$ cat config.mk
export PLATFORM = sky130hd
export DESIGN_NAME = multicycle_ctrl_flat
export DESIGN_NICKNAME = d
export VERILOG_FILES = /design/src/rtl/ctrl_pkg.sv /design/src/rtl/multicycle_ctrl_if.sv /design/src/rtl/ctrl_decode.sv /design/src/rtl/multicycle_ctrl.sv /design/src/flat_wrapper.sv
export SDC_FILE = /design/constraint.sdc
export NUM_CORES = 1
export LEC_CHECK = 0
export ABC_AREA = 0
export CORE_MARGIN = 1
export CORE_UTILIZATION = 30
export CTS_BUF_LIST = sky130_fd_sc_hd__clkbuf_2 sky130_fd_sc_hd__clkbuf_4 sky130_fd_sc_hd__clkbuf_8
export DETAILED_ROUTE_END_ITERATION = 7
export PLACE_DENSITY = 0.7
export SYNTH_ARGS = -nofsm -noshare
export SYNTH_HDL_FRONTEND = slang
export SYNTH_SLANG_ARGS = --single-unit
export TNS_END_PERCENT = 20
$ cat constraint.sdc
create_clock -name clock -period 1.75 [get_ports clock]
set_input_delay 0.175 -clock clock [delete_from_list [all_inputs] [get_ports clock]]
set_output_delay 0.175 -clock clock [all_outputs]
set_load 0.02 [all_outputs]
$ cat src/rtl/ctrl_pkg.sv
// ctrl_pkg: shared definitions for the multicycle MIPS-subset controller.
//   - state_e   : FSM state encoding, also the value presented on state_out
//   - OP_* / FN_* : opcode and R-type funct values the controller recognises
//   - ALU_*     : alu_op codes
//   - SRCB_*    : alu_src_b mux selects
//   - PCSRC_*   : pc_source mux selects
// Optional build macro: CTRL_EXCEPTION_EN adds the EXC state.
package ctrl_pkg;

  localparam int CTRL_STATE_W = 7;

  typedef enum logic [CTRL_STATE_W-1:0] {
    S_RESET     = 7'd0,
    S_FETCH     = 7'd1,
    S_DECODE    = 7'd2,
    S_MEM_ADDR  = 7'd3,
    S_MEM_RD    = 7'd4,
    S_MEM_WB    = 7'd5,
    S_MEM_WR    = 7'd6,
    S_R_EXEC    = 7'd7,
    S_R_WB      = 7'd8,
    S_ADDI_EXEC = 7'd9,
    S_ADDI_WB   = 7'd10,
    S_BRANCH    = 7'd11,
    S_JUMP      = 7'd12
`ifdef CTRL_EXCEPTION_EN
    , S_EXC     = 7'd13
`endif
  } state_e;

  localparam logic [5:0] OP_RTYPE = 6'h00;
  localparam logic [5:0] OP_J     = 6'h02;
  localparam logic [5:0] OP_BEQ   = 6'h04;
  localparam logic [5:0] OP_BNE   = 6'h05;
  localparam logic [5:0] OP_ADDI  = 6'h08;
  localparam logic [5:0] OP_LW    = 6'h23;
  localparam logic [5:0] OP_SW    = 6'h2B;

  localparam logic [5:0] FN_ADD = 6'h20;
  localparam logic [5:0] FN_SUB = 6'h22;

  localparam logic [2:0] ALU_ADD   = 3'd0;
  localparam logic [2:0] ALU_SUB   = 3'd1;
  localparam logic [2:0] ALU_AND   = 3'd2;
  localparam logic [2:0] ALU_OR    = 3'd3;
  localparam logic [2:0] ALU_SLT   = 3'd4;
  localparam logic [2:0] ALU_FUNCT = 3'd7;

  localparam logic [1:0] SRCB_B      = 2'd0;
  localparam logic [1:0] SRCB_FOUR   = 2'd1;
  localparam logic [1:0] SRCB_IMM    = 2'd2;
  localparam logic [1:0] SRCB_IMM_SH = 2'd3;

  localparam logic [1:0] PCSRC_ALU    = 2'd0;
  localparam logic [1:0] PCSRC_ALUOUT = 2'd1;
  localparam logic [1:0] PCSRC_JUMP   = 2'd2;
  localparam logic [1:0] PCSRC_EXC    = 2'd3;

endpackage

$ cat src/rtl/multicycle_ctrl_if.sv
// multicycle_ctrl_if: bundle between the controller and the datapath.
//   Inputs to controller : opcode, funct, zero, overflow, mem_ready
//   Outputs of controller: PC/memory/IR/regfile enables, mux selects,
//                          alu_op, epc_write, exception, state_out
// Memory handshake: mem_read / mem_write is a request that stays high until
// the memory raises mem_ready in the same cycle; the access completes on the
// clock edge where request && mem_ready. Only one request is ever active.
// modport master = controller side, modport slave = datapath side.
interface multicycle_ctrl_if #(
  parameter int OPCODE_W = 6,
  parameter int FUNCT_W  = 6,
  parameter int ALUOP_W  = 3,
  parameter int STATE_W  = 7
);
  logic [OPCODE_W-1:0] opcode;
  logic [FUNCT_W-1:0]  funct;
  logic                zero;
  logic                overflow;
  logic                mem_ready;

  logic                pc_write;
  logic                pc_write_cond;
  logic                i_or_d;
  logic                mem_read;
  logic                mem_write;
  logic                ir_write;
  logic                reg_dst;
  logic                mem_to_reg;
  logic                reg_write;
  logic                alu_src_a;
  logic [1:0]          alu_src_b;
  logic [ALUOP_W-1:0]  alu_op;
  logic [1:0]          pc_source;
  logic                epc_write;
  logic                exception;
  logic [STATE_W-1:0]  state_out;

  modport master (
    input  opcode, funct, zero, overflow, mem_ready,
    output pc_write, pc_write_cond, i_or_d, mem_read, mem_write, ir_write,
           reg_dst, mem_to_reg, reg_write, alu_src_a, alu_src_b, alu_op,
           pc_source, epc_write, exception, state_out
  );

  modport slave (
    output opcode, funct, zero, overflow, mem_ready,
    input  pc_write, pc_write_cond, i_or_d, mem_read, mem_write, ir_write,
           reg_dst, mem_to_reg, reg_write, alu_src_a, alu_src_b, alu_op,
           pc_source, epc_write, exception, state_out
  );
endinterface

$ cat src/rtl/ctrl_decode.sv
// ctrl_decode: combinational opcode dispatch used in the DECODE state.
//   opcode   in  : IR[31:26]
//   dispatch out : state to enter after DECODE for a recognised opcode
//   illegal  out : opcode not recognised (dispatch is FETCH in that case)
module ctrl_decode
  import ctrl_pkg::*;
#(
  parameter int OPCODE_W = 6
) (
  input  logic [OPCODE_W-1:0] opcode,
  output state_e              dispatch,
  output logic                illegal
);

  always_comb begin
    dispatch = S_FETCH;
    illegal  = 1'b0;
    case (opcode)
      OPCODE_W'(OP_RTYPE):                dispatch = S_R_EXEC;
      OPCODE_W'(OP_LW), OPCODE_W'(OP_SW): dispatch = S_MEM_ADDR;
      OPCODE_W'(OP_BEQ), OPCODE_W'(OP_BNE): dispatch = S_BRANCH;
      OPCODE_W'(OP_J):                    dispatch = S_JUMP;
      OPCODE_W'(OP_ADDI):                 dispatch = S_ADDI_EXEC;
      default:                            illegal  = 1'b1;
    endcase
  end

endmodule

$ cat src/rtl/multicycle_ctrl.sv
// multicycle_ctrl: multicycle control FSM for the MIPS-subset datapath.
//   clock, reset (asynchronous, active-high)
//   bus (multicycle_ctrl_if.master): opcode/funct/zero/overflow/mem_ready in;
//       every datapath enable and mux select out, plus state_out for debug.
// All outputs are decoded combinationally from the current state (FETCH also
// looks at mem_ready, BRANCH at zero), so async reset zeroes them at once.
// Optional build macro: CTRL_EXCEPTION_EN (illegal opcode / arithmetic
// overflow trap into EXC; without it illegal opcodes behave as NOPs).
module multicycle_ctrl
  import ctrl_pkg::*;
#(
  parameter int OPCODE_W = 6,
  parameter int FUNCT_W  = 6,
  parameter int ALUOP_W  = 3,
  parameter int STATE_W  = 7
) (
  input logic               clock,
  input logic               reset,
  multicycle_ctrl_if.master bus
);

  state_e state, state_next, dispatch;
  logic   illegal;
  logic   take_branch;
  logic   arith_trap;

  logic       pc_write, pc_write_cond, i_or_d, mem_read, mem_write, ir_write;
  logic       reg_dst, mem_to_reg, reg_write, alu_src_a, epc_write, exception;
  logic [1:0] alu_src_b, pc_source;
  logic [2:0] alu_op;

  ctrl_decode #(.OPCODE_W(OPCODE_W)) u_decode (
    .opcode   (bus.opcode),
    .dispatch (dispatch),
    .illegal  (illegal)
  );

  // Branch condition is resolved here so the datapath sees one PC enable.
  assign take_branch = ((bus.opcode == OPCODE_W'(OP_BEQ)) &&  bus.zero) ||
                       ((bus.opcode == OPCODE_W'(OP_BNE)) && !bus.zero);

`ifdef CTRL_EXCEPTION_EN
  // Only signed add/sub R-types and ADDI trap on overflow; addu-style
  // functs and logic ops ignore the flag.
  assign arith_trap = bus.overflow &&
                      ((bus.opcode == OPCODE_W'(OP_ADDI)) ||
                       (bus.funct == FUNCT_W'(FN_ADD)) ||
                       (bus.funct == FUNCT_W'(FN_SUB)));
`else
  logic [FUNCT_W:0] unused_inputs;
  assign unused_inputs = {bus.funct, bus.overflow};
  assign arith_trap    = 1'b0;
`endif

  always_ff @(posedge clock or posedge reset) begin
    if (reset) state <= S_RESET;
    else       state <= state_next;
  end

  always_comb begin
    state_next    = state;
    pc_write      = 1'b0;
    pc_write_cond = 1'b0;
    i_or_d        = 1'b0;
    mem_read      = 1'b0;
    mem_write     = 1'b0;
    ir_write      = 1'b0;
    reg_dst       = 1'b0;
    mem_to_reg    = 1'b0;
    reg_write     = 1'b0;
    alu_src_a     = 1'b0;
    alu_src_b     = SRCB_B;
    alu_op        = ALU_ADD;
    pc_source     = PCSRC_ALU;
    epc_write     = 1'b0;
    exception     = 1'b0;
    case (state)
      S_RESET: state_next = S_FETCH;
      S_FETCH: begin
        mem_read = 1'b1;
        if (bus.mem_ready) begin
          ir_write   = 1'b1;
          alu_src_b  = SRCB_FOUR;
          pc_write   = 1'b1;
          state_next = S_DECODE;
        end
      end
      S_DECODE: begin
        // Speculatively compute the branch target into ALUOut.
        alu_src_b = SRCB_IMM_SH;
`ifdef CTRL_EXCEPTION_EN
        state_next = illegal ? S_EXC : dispatch;
`else
        state_next = illegal ? S_FETCH : dispatch;
`endif
      end
      S_MEM_ADDR: begin
        alu_src_a  = 1'b1;
        alu_src_b  = SRCB_IMM;
        state_next = (bus.opcode == OPCODE_W'(OP_LW)) ? S_MEM_RD : S_MEM_WR;
      end
      S_MEM_RD: begin
        i_or_d   = 1'b1;
        mem_read = 1'b1;
        if (bus.mem_ready) state_next = S_MEM_WB;
      end
      S_MEM_WB: begin
        mem_to_reg = 1'b1;
        reg_write  = 1'b1;
        state_next = S_FETCH;
      end
      S_MEM_WR: begin
        i_or_d    = 1'b1;
        mem_write = 1'b1;
        if (bus.mem_ready) state_next = S_FETCH;
      end
      S_R_EXEC: begin
        alu_src_a = 1'b1;
        alu_op    = ALU_FUNCT;
`ifdef CTRL_EXCEPTION_EN
        state_next = arith_trap ? S_EXC : S_R_WB;
`else
        state_next = S_R_WB;
`endif
      end
      S_R_WB: begin
        reg_dst    = 1'b1;
        reg_write  = 1'b1;
        state_next = S_FETCH;
      end
      S_ADDI_EXEC: begin
        alu_src_a = 1'b1;
        alu_src_b = SRCB_IMM;
`ifdef CTRL_EXCEPTION_EN
        state_next = arith_trap ? S_EXC : S_ADDI_WB;
`else
        state_next = S_ADDI_WB;
`endif
      end
      S_ADDI_WB: begin
        reg_write  = 1'b1;
        state_next = S_FETCH;
      end
      S_BRANCH: begin
        alu_src_a     = 1'b1;
        alu_op        = ALU_SUB;
        pc_source     = PCSRC_ALUOUT;
        pc_write_cond = take_branch;
        state_next    = S_FETCH;
      end
      S_JUMP: begin
        pc_source  = PCSRC_JUMP;
        pc_write   = 1'b1;
        state_next = S_FETCH;
      end
`ifdef CTRL_EXCEPTION_EN
      S_EXC: begin
        epc_write  = 1'b1;
        exception  = 1'b1;
        pc_source  = PCSRC_EXC;
        pc_write   = 1'b1;
        state_next = S_FETCH;
      end
`endif
      default: state_next = S_RESET;
    endcase
  end

  assign bus.pc_write      = pc_write;
  assign bus.pc_write_cond = pc_write_cond;
  assign bus.i_or_d        = i_or_d;
  assign bus.mem_read      = mem_read;
  assign bus.mem_write     = mem_write;
  assign bus.ir_write      = ir_write;
  assign bus.reg_dst       = reg_dst;
  assign bus.mem_to_reg    = mem_to_reg;
  assign bus.reg_write     = reg_write;
  assign bus.alu_src_a     = alu_src_a;
  assign bus.alu_src_b     = alu_src_b;
  assign bus.alu_op        = ALUOP_W'(alu_op);
  assign bus.pc_source     = pc_source;
  assign bus.epc_write     = epc_write;
  assign bus.exception     = exception;
  assign bus.state_out     = STATE_W'(state);

endmodule

$ cat src/flat_wrapper.sv
// flat-port wrapper written by rule: the top's interface ports become plain ports
module multicycle_ctrl_flat import ctrl_pkg::*;
#(
  parameter int OPCODE_W = 6,
  parameter int FUNCT_W  = 6,
  parameter int ALUOP_W  = 3,
  parameter int STATE_W  = 7
)
  (clock, reset, bus_opcode, bus_funct, bus_zero, bus_overflow, bus_mem_ready, bus_pc_write, bus_pc_write_cond, bus_i_or_d, bus_mem_read, bus_mem_write, bus_ir_write, bus_reg_dst, bus_mem_to_reg, bus_reg_write, bus_alu_src_a, bus_alu_src_b, bus_alu_op, bus_pc_source, bus_epc_write, bus_exception, bus_state_out);
  multicycle_ctrl_if #(.OPCODE_W(OPCODE_W), .FUNCT_W(FUNCT_W), .ALUOP_W(ALUOP_W), .STATE_W(STATE_W)) bus_i ();
  input logic clock;
  input logic reset;
  input wire logic [$bits(bus_i.opcode)-1:0] bus_opcode;
  input wire logic [$bits(bus_i.funct)-1:0] bus_funct;
  input wire logic [$bits(bus_i.zero)-1:0] bus_zero;
  input wire logic [$bits(bus_i.overflow)-1:0] bus_overflow;
  input wire logic [$bits(bus_i.mem_ready)-1:0] bus_mem_ready;
  output wire logic [$bits(bus_i.pc_write)-1:0] bus_pc_write;
  output wire logic [$bits(bus_i.pc_write_cond)-1:0] bus_pc_write_cond;
  output wire logic [$bits(bus_i.i_or_d)-1:0] bus_i_or_d;
  output wire logic [$bits(bus_i.mem_read)-1:0] bus_mem_read;
  output wire logic [$bits(bus_i.mem_write)-1:0] bus_mem_write;
  output wire logic [$bits(bus_i.ir_write)-1:0] bus_ir_write;
  output wire logic [$bits(bus_i.reg_dst)-1:0] bus_reg_dst;
  output wire logic [$bits(bus_i.mem_to_reg)-1:0] bus_mem_to_reg;
  output wire logic [$bits(bus_i.reg_write)-1:0] bus_reg_write;
  output wire logic [$bits(bus_i.alu_src_a)-1:0] bus_alu_src_a;
  output wire logic [$bits(bus_i.alu_src_b)-1:0] bus_alu_src_b;
  output wire logic [$bits(bus_i.alu_op)-1:0] bus_alu_op;
  output wire logic [$bits(bus_i.pc_source)-1:0] bus_pc_source;
  output wire logic [$bits(bus_i.epc_write)-1:0] bus_epc_write;
  output wire logic [$bits(bus_i.exception)-1:0] bus_exception;
  output wire logic [$bits(bus_i.state_out)-1:0] bus_state_out;
  assign bus_i.opcode = bus_opcode;
  assign bus_i.funct = bus_funct;
  assign bus_i.zero = bus_zero;
  assign bus_i.overflow = bus_overflow;
  assign bus_i.mem_ready = bus_mem_ready;
  assign bus_pc_write = bus_i.pc_write;
  assign bus_pc_write_cond = bus_i.pc_write_cond;
  assign bus_i_or_d = bus_i.i_or_d;
  assign bus_mem_read = bus_i.mem_read;
  assign bus_mem_write = bus_i.mem_write;
  assign bus_ir_write = bus_i.ir_write;
  assign bus_reg_dst = bus_i.reg_dst;
  assign bus_mem_to_reg = bus_i.mem_to_reg;
  assign bus_reg_write = bus_i.reg_write;
  assign bus_alu_src_a = bus_i.alu_src_a;
  assign bus_alu_src_b = bus_i.alu_src_b;
  assign bus_alu_op = bus_i.alu_op;
  assign bus_pc_source = bus_i.pc_source;
  assign bus_epc_write = bus_i.epc_write;
  assign bus_exception = bus_i.exception;
  assign bus_state_out = bus_i.state_out;
  multicycle_ctrl #(.OPCODE_W(OPCODE_W), .FUNCT_W(FUNCT_W), .ALUOP_W(ALUOP_W), .STATE_W(STATE_W)) u_core (.clock(clock), .reset(reset), .bus(bus_i));
endmodule
== Yosys cells after proc, flatten, opt, wreduce, memory -nomap -nowiden ==
Cells that the tools add are included.

* Multiplexer cells: 22
* Reduce and logical (&&, ||, !) cells: 16
* Eq/ne operators: 21

{| class="wikitable"
|+ Operators by type and width
! kind !! count
|-
| $pmux 7 s8 || 1
|-
| $eq 7x4->1 const B || 5
|-
| $eq 7x3->1 const B || 4
|-
| $mux 7 || 3
|-
| $pmux 4 s5 || 1
|-
| $eq 7x2->1 const B || 2
|-
| $eq 6x3->1 const B || 2
|-
| $eq 6x6->1 const B || 2
|-
| $mux 1 || 11
|-
| $reduce_or 2->1 || 5
|-
| $eq 7x1->1 const B || 1
|-
| $logic_not 7->1 || 1
|-
| $reduce_or 7->1 || 1
|-
| $eq 6x2->1 const B || 1
|-
| $eq 6x4->1 const B || 1
|-
| $logic_not 6->1 || 1
|-
| $ne 2x2->1 const B || 3
|-
| $pmux 2 s3 || 1
|-
| $pmux 3 s2 || 1
|-
| $reduce_or 6->1 || 1
|-
| $mux 4 || 1
|-
| $pmux 2 s2 || 1
|-
| $reduce_or 4->1 || 1
|-
| $reduce_and 3->1 || 1
|-
| other kinds (6) || 7
|}

* Register bits after elaboration: 7

== Logic depth before layout (Yosys ltp) ==
Gate-level depths: netlist (run 1).

* Word-level depth: 5
* Depth in mapped cells: 5
* Mapped depth without buffers: 5

== Modules after synthesis ==
From an unflattened synthesis (run 1), not the netlist that was laid out.

* Cell total of the unflattened synthesis: 106
* Area, all modules: 809.5 um2

{| class="wikitable"
|+ Modules (own cells, without submodules)
! module !! area each (um2) !! instances !! cells an instance !! sequential area each (um2)
|-
| multicycle_ctrl || 669.4 || 1 || 86 || 175.2
|-
| ctrl_decode || 140.1 || 1 || 20 || 0.0
|}

== Worst setup path after synthesis (run 1) ==
OpenSTA, ideal clock, no wires.

* Kind: flip-flop to output port
* Start: register u_core.state[0] (netlist: u_core.bus.state_out[0])
* End: output bus_pc_write_cond
* Arrival: 1843 ps
* Cell stages (with the launch flop): 5
* Path slack: -268 ps
* Buffers on the path: 1
* Path through: dfrtp_1 > clkbuf_1 > nand2_1 > or3_1 > nor4_1

* Longest elaborated chain between the ends: 2

{| class="wikitable"
|+ Ends and longest elaborated chain
! element !! RTL line !! source
|-
| start, declared || multicycle_ctrl.sv:22 || <nowiki>state_e state, state_next, dispatch;</nowiki>
|-
| start signal, assigned || multicycle_ctrl.sv:57 || <nowiki>else state <= state_next;</nowiki>
|-
| $eq 7x4->1 || multicycle_ctrl.sv:77 || <nowiki>case (state)</nowiki>
|-
| $mux 1 || multicycle_ctrl.sv:77 ||
|-
| end, declared || flat_wrapper.sv:19 || <nowiki>output wire logic [$bits(bus_i.pc_write_cond)-1:0] bus_pc_write_cond;</nowiki>
|}

Every way passes these cells.

== Worst setup path in the final report (run 1) ==
* Start: register u_core.state[0] (netlist: u_core.bus.state_out[0])
* End: output bus_alu_op[0]

* Longest elaborated chain between the ends: 2

{| class="wikitable"
|+ Ends and longest elaborated chain
! element !! RTL line !! source
|-
| $eq 7x4->1 / $eq 7x3->1 (equally long branches) || multicycle_ctrl.sv:77 ||
|-
| $pmux 3 s2 (*) || multicycle_ctrl.sv:77 ||
|-
| end, declared || flat_wrapper.sv:29 || <nowiki>output wire logic [$bits(bus_i.alu_op)-1:0] bus_alu_op;</nowiki>
|}

Mark *: on every way between the ends. The rest lies on a longest branch, timed or not.

==> run metrics, run 1 <==
Mapped Avg Cell Area=around 7.0 sq um; Final Cycle Share=96.8%; vias in the first global route=666; global placer's final weighted congestion=0.865; die extent in y=45.6 microns; Hold WC Path Type=in -> async; post-synth top area share=about 18%; Peak VDD IR=882 uV; detailed placer's ending HPWL=1470 microns; Tmin final=1.69 ns; Multi-input gate area=430 sq um; global-route usage over all layers=a little under a fifth; drt total wl=about 1900 microns; crit path launch type=flop; Critical Path End Type=primary output; Worst Path Required=around 1.6 ns; DRT antenna net count=0; CTS tree=built; Die Area=2080 sq um; Leak=around 0.00052 uW; Crit Path Class=reg -> out; total congestion overflow=0; Max-Cap Viols=0; fin worst setup slack=between 0.05 and 0.06 ns; Pins Over Slew Limit=0; Num Clock Sinks=4; Initial Utilization=32.7%; pin count of the biggest net entering global routing=12; Post-route DRC=0; vias=slightly above 800; drt first pass iters=4; root buf cell=clkbuf_4; Syn-to-layout area delta=92.5%; # hold bufs at CTS=0; synthesized instance count=81; initial antenna violation count=0; RSZ-0062 raised after global routing=yes; Final setup viols=0; Data arrival, critical path=roughly 1.5 ns; CORE AREA=1750 sq um; Reg clk slew, reported paths=0.04 ns; IO Pins=43; Final Power=approximately 1800 uW; Clock Skews=0.000247 ns; status=finished clean; global-route wire length before repair=2900 microns; Cell Area, Synth=roughly 570 sq um; Post-Layout Cell Count=between 150 and 200; post-synth top area cell=dfrtp_1; Synth Register Bits=4; register area share after synthesis=~18%; port bufs=30; Final Hold Fails=0; DR vias/cell=5.02; synth warn=0; most frequent cells in the layout=30 x buf_4, 13 x clkdlybuf4s50_1, 8 x nor2_1, 8 x dlygate4sd2_1, 7 x nand2_1; drt wl/cell=11.7 microns; number of flip-flops under the largest register name=4; power per cell area=1670 nW/um^2; fmax=a little under 0.6 GHz; Setup Buffers After CTS=0; number of fill cells=174; layout cells sized above 1=about 38%; Sequential Area=101 sq um; clk_lat worst skew=0.23 ns; ANT cells=0; CTS Buf Count=3; post-place setup slack=-0.209 ns; ranking of synthesized cells by area=dfrtp_1 18%, buf_4 7.9%, nor3_1 5.3%, nor2_1 5.3%, nand2_1 4.6%; maximum clock insertion buffer count=2; Synth cell types=32; std cell rows=15; Final nets=156; Die Wd=45.6 microns; post-placement cell count=159; Critical Path Fanout Max=5; commonest non-fill, non-tap cell in the layout=buf_4; H-tree levels=1; initial detailed-routing violation count=13
worst max-delay path: stages (launching register included):
cell             delay, ns
dfrtp_2               0.40
nand2_1               0.08
or3_1                 0.35
buf_4                 0.15
nand2b_1              0.05
clkdlybuf4s15_2       0.25
cells in the mapped netlist (all sizes together):
| cell | n |
|---|---|
| a2111oi | 2 |
| a21oi | 5 |
| a221o | 1 |
| a311oi | 1 |
| and4 | 1 |
| buf | 8 |
| clkbuf | 4 |
| conb | 1 |
| dfrtp | 4 |
| inv | 4 |
| mux2 | 1 |
| nand2 | 7 |
| nand2b | 4 |
| nand3b | 1 |
| nand4b | 1 |
| nor2 | 8 |
| nor2b | 2 |
| nor3 | 6 |
| nor4 | 4 |
| o211a | 1 |
| o211ai | 1 |
| o21a | 1 |
| o221ai | 1 |
| o22ai | 2 |
| o32ai | 2 |
| or2 | 3 |
| or3 | 2 |
| xnor2 | 3 |
report_power, final:
group	switching (uW)	internal, uW
combinational	808	734
clock	35.9	76.6
sequential	36.9	141
area by class of cell:
type                    count  share of cell area [%]
clock buffers               3                    2.05
inverters                   4                    1.37
multi-input cells          65                    39.2
flip-flops and latches      4                    9.23
well taps                  25                    2.85
repair buffers             61                    45.3
timing repair:
item | 4_1_cts | 5_1_grt
resized for setup | 32 | 15
pin swaps | 0 | 1
cloned | 0 | 0
setup endpoints to repair | 17 | 12
routing by layer:
layer	track usage (%)	part of all wire, %	up-vias	wire, microns
met5	0	0	-	0
met1	25.1	45	380	848
met2	31.1	48	32	914
met3	2.78	5.4	6	103
li1	-	-	396	-
met4	7.88	1.6	0	31
worst paths after layout:
path                                                startpoint  cells after the start  slack (ns)                                   to
setup reg to reg           u_core.bus.state_out[3]$_DFFE_PP0P_                      6        0.27  u_core.bus.state_out[1]$_DFFE_PP0P_
hold / removal                                           reset                      2        0.13  u_core.bus.state_out[3]$_DFFE_PP0P_
max in group asynchronous                                reset                      2        1.46  u_core.bus.state_out[0]$_DFFE_PP0P_
setup / recovery           u_core.bus.state_out[0]$_DFFE_PP0P_                      5        0.06                        bus_alu_op[0]
min in group clock         u_core.bus.state_out[1]$_DFFE_PP0P_                      2        0.67  u_core.bus.state_out[3]$_DFFE_PP0P_
hold reg to reg            u_core.bus.state_out[1]$_DFFE_PP0P_                      2        0.67  u_core.bus.state_out[3]$_DFFE_PP0P_
through the flow:
stage / hold WS, ns / utilization, % / setup TNS, ns / instance area, sq um
2_1_floorplan: -0.0589 / - / -0.180 / 597
3_3_place_gp: 0.368 / 62.5 / -0.786 / 1090
3_5_place_dp: 0.368 / 62.5 / -1.01 / 1090
4_1_cts: 0.130 / 63.2 / 0 / 1100
5_1_grt: 0.147 / 62.9 / -0.0309 / 1100
6_report: 0.127 / 62.9 / 0 / 1100
cells by family after synthesis:
logic type / after synthesis / share of synthesized area [%]
and+or+nand+nor: 39 / 36.0
AOI/OAI and AO/OA: 17 / 24.3
buffers and inverters: 16 / 14.9
DFF: 4 / 17.5
xor gates and xnor gates: 3 / 4.61
muxes: 1 / 1.97
other: 1 / 0.657
(Power assumes the default switching activity.)
==> inputs of run 2 (changes only) <==
Settings changed: ABC_CLOCK_PERIOD_IN_PS from default to 1750.
==> results of run 2 <==
No change in the layout: final DEF, timing and power equal those of run 1.
==> variant: new RTL, settings of run 2 <==
Add a define of `CTRL_EXCEPTION_EN`.
--- a/src/rtl/ctrl_pkg.sv
+++ b/src/rtl/ctrl_pkg.sv
@@ -6,4 +6,6 @@
 //   - PCSRC_*   : pc_source mux selects
 // Optional build macro: CTRL_EXCEPTION_EN adds the EXC state.
+`define CTRL_EXCEPTION_EN
+
 package ctrl_pkg;
 
Behaviour: not the same (a bounded check fails within 4 cycles, from zero or initial values and one cycle with reset high).
==> variant against run 2 <==
  * The run now ends with negative setup slack left
  * Wire length is 17% higher
  * Die area is 15% higher
  * Setup slack lost 62 ps
  * Synthesized cell count up 23%
  * Total power is 1.3% higher
  * Sequential power grew 12%
  * Synthesized area up 16%
  * Design area is 17% higher
  * Sequential cell count unchanged
  * Critical endpoint is now bus_pc_write_cond
  * Highest routed layer unchanged
==> variant: results (changes against run 2) <==
Placement
  – Placed Area: 1280 um2 (+17%)
  – Gp weighted congestion: 0.837 (-3.2%)
  – I/O Buffers: 38 (+27%)
  – HPWL after DPL: 1790 um (+21%)

Layout
  – Diodes inserted: 0 (unchanged)
  – Largest register FFs: 4 (unchanged)
  – Share of post-route cells with drive strength above 1: 32.7% (-5.2 points)
  – # fillers: 207 (+19%)
  – Final Non-Filler Cells: 192 (+19%)
  – Final Net Count: 184 (+18%)

Timing
  – Clk_skew: 1.81 ps (+1.56 ps)
  – Setup-failing EPs final: 1 (+1)
  – Setup slack after layout: -6.36 ps (-62.5 ps)

Synthesis
  – Top cells by count, synth: nor2_1 (16), nand2_1 (7), nor3_1 (7), nand2b_1 (6)
  – Count of cell types in the netlist: 40 (+25%)
  – Synth area leaders: dfrtp_1 (15%), nor2_1 (9.1%), buf_4 (5.7%)
  – Top FF cell, synth: dfrtp_1
  – Syn_area_per_cell: 6.63 um2 (-5.9%)
  – Sequential fraction of the synthesis area: 15.1% (-2.4 points)
  – Async S/R FF share, synth: 100% (unchanged)

Global routing
  – First-pass GRT wire length: 3750 um (+29%)
  – Largest net degree at the start of global routing: 19 (+7)
  – Number of global-route vias before repair: 875 (+31%)
  – GRT Total Usage: 19.7% (+0.57 points)

Setup path
  – Critical path's slowest cell: or4_4
  – CP peak stage delay: 450 ps (+50 ps)
  – Critical path peak fanout: 2 (-3)
  – Cell family with most CP delay: simple AND/OR/NAND/NOR gates
  – Worst EP arrival: 1580 ps (+60 ps)

Power and ir drop
  – Static leakage: 0.587 nW (+12%)
  – Maximum vdd ir drop: 651 uV (-26%)

Status
  – Status: finished with violations
  – Failing checks: negative setup slack

Routing
  – Iter 0 DRT Violations: 5 (-8)
  – DR WL/cell: 11.5 um (-1.5%)
  – Drt first pass iters: 2 (-2)
  – Via count: 941 (+16%)

CTS
  – Reg clk slew, reported paths: 40 ps (about the same)
[variant: kinds of logic (layout without fill, tap and decap cells)]
logic type	after synthesis	after routing	synth area share [%]
xor+xnor	2	2	2.64
compound gates	23	23	24.7
flops	4	4	15.1
simple gates	55	55	44.2
buf+inv	14	77	11.1
mux	1	1	1.70
other cells	1	3	0.565
[variant: path summary, 6_finish.rpt]
check | start | to | slack, ps
worst min-delay path | reset | u_core.bus.state_out[0] | 120
worst max-delay path | bus_opcode[4] | bus_pc_write_cond | -6
max in group asynchronous | reset | u_core.bus.state_out[1] | 1480
min in group clock | u_core.bus.state_out[0] | u_core.bus.state_out[3] | 680
worst max register to register | u_core.bus.state_out[1] | u_core.bus.state_out[1] | 40
worst min register to register | u_core.bus.state_out[0] | u_core.bus.state_out[3] | 680
[variant: routing by layer]
metal | up-vias | global-route usage (%) | share of wire, %
li1 | 488 | - | -
met1 | 421 | 22.7 | 45
met2 | 30 | 37.0 | 50
met3 | 2 | 2.49 | 3.8
met4 | 0 | 6.37 | 0.90
met5 | - | 0 | 0
[variant: timing repair]
item | in CTS | in global routing
cloned | 0 | 0
gates resized for setup | 27 | 26
endpoints found under the hold margin | 0 | 0
pin swaps | 0 | 1
endpoints found under the setup margin | 20 | 13
[variant: cell type report]
cell class	instances	area share, %
timing repair buffer	71	45.6
multi-input combinational	84	41.4
sequential	4	7.79
tap	27	2.63
clock buffer	3	1.75
inverter	3	0.876
[variant: metrics by stage]
step	util (%)	power (W)	TNS (ps)	setup slack, ps
after global routing	63.6	0.00201	-111	-87.9
after CTS	63.7	0.00184	-243	-243
after global placement	63.4	0.00179	-960	-529
final	63.6	0.00186	-6.36	-6.36
after detailed placement	63.4	0.00180	-1180	-550
after floorplan	-	0.00102	-45.2	-45.2
[variant: power by group]
group	leakage [nW]	internal, W	switching [W]
Sequential	0.0495	0.000136	0.0000627
Clock	0.0138	0.0000770	0.0000412
Combinational	0.524	0.000736	0.000803
Total	0.587	0.000949	0.000907
